<file path="src/rtl/wb_arbiter.sv">
// wb_arbiter: drives the single regfile write port from the main pipe and the
// multdiv unit. Multdiv results that lose to the pipe wait in a small FIFO; a
// starvation counter forces a one-cycle pipe stall so the FIFO head drains.
// Optional feature: define WB_PENDMASK_EN to add the registered pend_mask output.
module wb_arbiter #(
    parameter int unsigned FIFO_DEPTH   = 2,
    parameter int unsigned STARVE_LIMIT = 4
) (
    input  logic                          clock,
    input  logic                          ctrl_reset,
    input  logic                          pipe_valid,
    input  logic [4:0]                    pipe_reg,
    input  logic [31:0]                   pipe_data,
    input  logic                          md_valid,
    input  logic [4:0]                    md_reg,
    input  logic [31:0]                   md_data,
    output logic                          md_ready,
    output logic                          pipe_stall,
    output logic                          ctrl_writeEnable,
    output logic [4:0]                    ctrl_writeReg,
    output logic [31:0]                   data_writeReg,
    output logic [$clog2(FIFO_DEPTH):0]   pend_count
`ifdef WB_PENDMASK_EN
    ,
    output logic [31:0]                   pend_mask
`endif
);

    localparam int unsigned PW = $clog2(FIFO_DEPTH);
    localparam int unsigned CW = PW + 1;
    localparam int unsigned SW = $clog2(STARVE_LIMIT + 1);

    typedef enum logic [1:0] {
        SRC_NONE,
        SRC_PIPE,
        SRC_FIFO,
        SRC_DIRECT
    } src_t;

    logic [4:0]    fifo_reg  [FIFO_DEPTH];
    logic [31:0]   fifo_data [FIFO_DEPTH];
    logic [PW-1:0] rd_ptr;
    logic [PW-1:0] wr_ptr;
    logic [SW-1:0] starve_cnt;

    logic fifo_empty;
    logic md_accept;
    logic pipe_take;
    logic push;
    logic pop;
    logic starve_hit;
    src_t src;

    // Handshake, winner selection and FIFO push/pop decisions
    always_comb begin
        md_ready   = !ctrl_reset && (pend_count < CW'(FIFO_DEPTH));
        fifo_empty = (pend_count == '0);
        md_accept  = md_valid && md_ready;
        // pipe input is ignored while stalled so the FIFO head wins
        pipe_take  = pipe_valid && (pipe_reg != '0) && !pipe_stall;
        src        = SRC_NONE;
        if (pipe_take)
            src = SRC_PIPE;
        else if (!fifo_empty)
            src = SRC_FIFO;
        else if (md_accept && (md_reg != '0))
            src = SRC_DIRECT;
        push       = md_accept && (md_reg != '0) && (src != SRC_DIRECT);
        pop        = (src == SRC_FIFO);
        starve_hit = !fifo_empty && (src == SRC_PIPE) &&
                     (starve_cnt == SW'(STARVE_LIMIT - 1));
    end

    // FIFO storage; contents are only meaningful while counted, so no reset
    always_ff @(posedge clock) begin
        if (push) begin
            fifo_reg[wr_ptr]  <= md_reg;
            fifo_data[wr_ptr] <= md_data;
        end
    end

    // FIFO pointers and occupancy count
    always_ff @(posedge clock or posedge ctrl_reset) begin
        if (ctrl_reset) begin
            rd_ptr     <= '0;
            wr_ptr     <= '0;
            pend_count <= '0;
        end else begin
            if (push)
                wr_ptr <= wr_ptr + PW'(1);
            if (pop)
                rd_ptr <= rd_ptr + PW'(1);
            if (push && !pop)
                pend_count <= pend_count + CW'(1);
            else if (pop && !push)
                pend_count <= pend_count - CW'(1);
        end
    end

    // Starvation counter and the one-cycle pipe_stall pulse
    always_ff @(posedge clock or posedge ctrl_reset) begin
        if (ctrl_reset) begin
            starve_cnt <= '0;
            pipe_stall <= 1'b0;
        end else begin
            pipe_stall <= starve_hit;
            if (fifo_empty || pop)
                starve_cnt <= '0;
            else if (src == SRC_PIPE)
                starve_cnt <= starve_cnt + SW'(1);
        end
    end

    // Registered regfile write port; address/data hold when idle
    always_ff @(posedge clock or posedge ctrl_reset) begin
        if (ctrl_reset) begin
            ctrl_writeEnable <= 1'b0;
            ctrl_writeReg    <= '0;
            data_writeReg    <= '0;
        end else begin
            unique case (src)
                SRC_PIPE: begin
                    ctrl_writeEnable <= 1'b1;
                    ctrl_writeReg    <= pipe_reg;
                    data_writeReg    <= pipe_data;
                end
                SRC_FIFO: begin
                    ctrl_writeEnable <= 1'b1;
                    ctrl_writeReg    <= fifo_reg[rd_ptr];
                    data_writeReg    <= fifo_data[rd_ptr];
                end
                SRC_DIRECT: begin
                    ctrl_writeEnable <= 1'b1;
                    ctrl_writeReg    <= md_reg;
                    data_writeReg    <= md_data;
                end
                default: begin
                    ctrl_writeEnable <= 1'b0;
                end
            endcase
        end
    end

`ifdef WB_PENDMASK_EN
    logic [FIFO_DEPTH-1:0] slot_vld;
    logic [31:0]           mask_d;

    // Per-slot occupancy flags used to build the pending-register mask
    always_ff @(posedge clock or posedge ctrl_reset) begin
        if (ctrl_reset) begin
            slot_vld <= '0;
        end else begin
            if (pop)
                slot_vld[rd_ptr] <= 1'b0;
            if (push)
                slot_vld[wr_ptr] <= 1'b1;
        end
    end

    // Next mask: post-update FIFO contents plus the multdiv result being written
    always_comb begin
        mask_d = '0;
        for (int unsigned i = 0; i < FIFO_DEPTH; i++) begin
            if (push && (PW'(i) == wr_ptr))
                mask_d[md_reg] = 1'b1;
            else if (slot_vld[i] && !(pop && (PW'(i) == rd_ptr)))
                mask_d[fifo_reg[i]] = 1'b1;
        end
        if (src == SRC_FIFO)
            mask_d[fifo_reg[rd_ptr]] = 1'b1;
        if (src == SRC_DIRECT)
            mask_d[md_reg] = 1'b1;
        mask_d[0] = 1'b0;
    end

    // Registered pending-register mask for the hazard unit
    always_ff @(posedge clock or posedge ctrl_reset) begin
        if (ctrl_reset)
            pend_mask <= '0;
        else
            pend_mask <= mask_d;
    end
`endif

endmodule

</file>
<file path="config.mk">
export PLATFORM = sky130hd
export DESIGN_NAME = wb_arbiter
export DESIGN_NICKNAME = d
export VERILOG_FILES = /design/src/rtl/wb_arbiter.sv
export SDC_FILE = /design/constraint.sdc
export NUM_CORES = 1
export LEC_CHECK = 0
export ABC_AREA = 1
export ABC_CLOCK_PERIOD_IN_PS = 9100
export CORE_ASPECT_RATIO = 0.6
export CORE_MARGIN = 5
export CORE_UTILIZATION = 50
export DETAILED_ROUTE_END_ITERATION = 12
export DONT_BUFFER_PORTS = 1
export GPL_TIMING_DRIVEN = 0
export HOLD_SLACK_MARGIN = 0.1
export PLACE_DENSITY = 0.66
export SYNTH_ARGS = -nofsm -noshare
export SYNTH_HDL_FRONTEND = slang
export SYNTH_SLANG_ARGS = --single-unit
</file>
<file path="constraint.sdc">
create_clock -name clock -period 9.1 [get_ports clock]
set_clock_uncertainty 0.1 [all_clocks]
set_input_delay 1.82 -clock clock [delete_from_list [all_inputs] [get_ports clock]]
set_output_delay 1.82 -clock clock [all_outputs]
set_load 0.02 [all_outputs]
</file>
==> metrics.yaml <==
status: "completed"
numClockSinks: 120
slowest_delay_ns: 0.30
htreeDepth: 4
synthToLayoutAreaGrowth_pct: 15.29
dr.first_iter.drc_count: 245
finalCriticalPeriod_ns: 4.040
crit_slowest_cell: "nor2_1"
initial_core_util_pct: 51.24
startpoint: "ctrl_reset"
power_mw: 2.133
hold_class: "reg2reg"
yosys-top-cells-area: "edfxtp_1 41%, dfrtp_1 21%, nand2_1 11%"
synth_area_mm2: 0.005410
drv_cap: 0
maxSlewHeadroom_pct: 57.11
wl_um: 14080
ioPinCount: 120
async_flop_share_pct: 38.33
post_synth.cell_area_avg_um2: 9.077
drive_gt1_share_pct: 10.62
worst_slew_pin_slew_ns: 0.6433
startpoint_type: "input pin"
yosysTopAreaCell: "edfxtp_1"
cts_root_buf: "clkbuf_16"
largest_reg_flops: 64
final_core_utilization_pct: 59.07
post_cts_buffers: 0
finalSetupViolCount: 0
diodes: 0
place_congestion: 0.8191
wl_per_cell_um: 18.29
rsz0062_at_grt: "false"
min_from: "starve_cnt[0]"
grt_pass1_vias: 4087
hold_viol: 0
die_x_um: 144.3
drtPass1Iterations: 4
p_per_area_mw_per_mm2: 342.0
end_kind: "output pin"
clk_path_buf_depth: 2
cts_buffers: 17
cts_tree: "built"
cts_hold_buffers: 0
grt_usage_pct: 22.63
layout_commonest_cell: "nand2_1"
ir_drop_mv: 0.2003
hpwl_um: 9926
clk_transition_reported_paths_ns: 0.06
grt_pass1_wl_um: 22340
grt_max_degree: 30
crit_arrival_ns: 2.12
crit_fanout: 3
tns_ns: 0
viasPerCell: 5.197
crit-reg2reg-launch: "pipe_stall"
synth_top_area_share_pct: 41.07
synth-edff-count: 74
die-area_mm2: 0.01307
cp.required_ns: 7.18
insertion_delay_ns: 0.41
ant_nets: 0
overflow: 0
synth_flop_cell: "edfxtp_1"
row_count: 29
yosys_warnings: 0
fmax_mhz: 247.5
io_buffers: 0
setup.worst_path.class: "in2out"
drv_slew: 0
core_area_mm2: 0.01056
syn_inst: 596
ys_ff_latch: 120
cts.repair.resized: 0
seq_area_frac_synth_pct: 62.35
syn_nets: 676
critPathTopFamily: "simple AND/OR/NAND/NOR gates"
fin_nets: 698
crit_buf_inv: 0
min_period_over_period_pct: 44.40
most-common-layout-cells: "161 x nand2_1, 144 x nor2_1, 74 x edfxtp_1"
crit_chain: "nor2_1"
p_leak_nw: 2.834
drc: 0
grt_antenna_before_repair: 0
die_h_um: 90.58
vias: 4002
synth_cell_types: 24
[routing by layer]
| layer | wire length (um) | global-route usage [%] | vias up |
|---|---|---|---|
| li1 | - | - | 1955 |
| met5 | 0 | 0 | - |
| met2 | 6189 | 33.28 | 161 |
| met1 | 6057 | 30.54 | 1865 |
| met4 | 193 | 7.298 | 0 |
| met3 | 1644 | 9.259 | 21 |
[final cells by class]
class | instances | area [um^2]
Buffer | 28 | 150.1
Clock buffer | 23 | 478.0
Clock inverter | 9 | 100.1
Fill cell | 923 | 4322
Inverter | 41 | 153.9
Multi-Input combinational cell | 407 | 1748
Sequential cell | 120 | 3373
Tap cell | 139 | 173.9
Timing Repair Buffer | 3 | 60.06
[where the power goes]
part / switching, mW / internal (mW) / total [mW]
logic: 0.380 / 0.174 / 0.554
clock network: 0.233 / 0.422 / 0.655
registers: 0.202 / 0.722 / 0.924
[final timing paths]
kind | end | slack, ns | cells past startpoint
worst max-delay path | md_ready | 5.06 | 1
worst min-delay path | starve_cnt[0] | 0.34 | 1
worst max register to register | fifo_data[0][14] | 6.52 | 7
worst min register to register | starve_cnt[0] | 0.34 | 1
max in group asynchronous | data_writeReg[17] | 7.16 | 2
min in group asynchronous | ctrl_writeReg[4] | 1.21 | 1
[metrics by stage]
stage                     instances  instance area (um^2)  setup WS, ns  hold WS (ns)
after global placement          735                  5584         3.270        0.3197
after CTS                       770                  6237         5.053        0.3435
after global routing            770                  6237         5.050        0.3735
after floorplan                 596                  5410         4.523        0.3099
after detailed placement        738                  5659         5.053        0.3357
final                           770                  6237         5.060        0.3393
[synthesized netlist by cell type (2+ instances only)]
cell and count:
o21ai_1 13, ha_1 2, inv_2 3, dfrtp_1 46, o21ai_0 5, buf_4 7, nor2_1 146, nand2_1 161
buf_2 15, nand3_1 60, mux2i_1 7, nand2_2 4, xor2_1 2, clkbuf_1 5, edfxtp_1 74, inv_1 38
[cell families (layout without fill, tap and decap cells)]
kind of cell / count (synthesis) / count (layout) / synth area share, %
and+or+nand+nor: 376 / 376 / 28.08
DFF: 120 / 120 / 62.35
buffers and inverters: 69 / 104 / 5.620
AOI/OAI and AO/OA: 20 / 20 / 1.873
muxes: 7 / 7 / 1.295
adders and majority gates: 2 / 2 / 0.4625
xor gates and xnor gates: 2 / 2 / 0.3238
(Power assumes the default switching activity.)
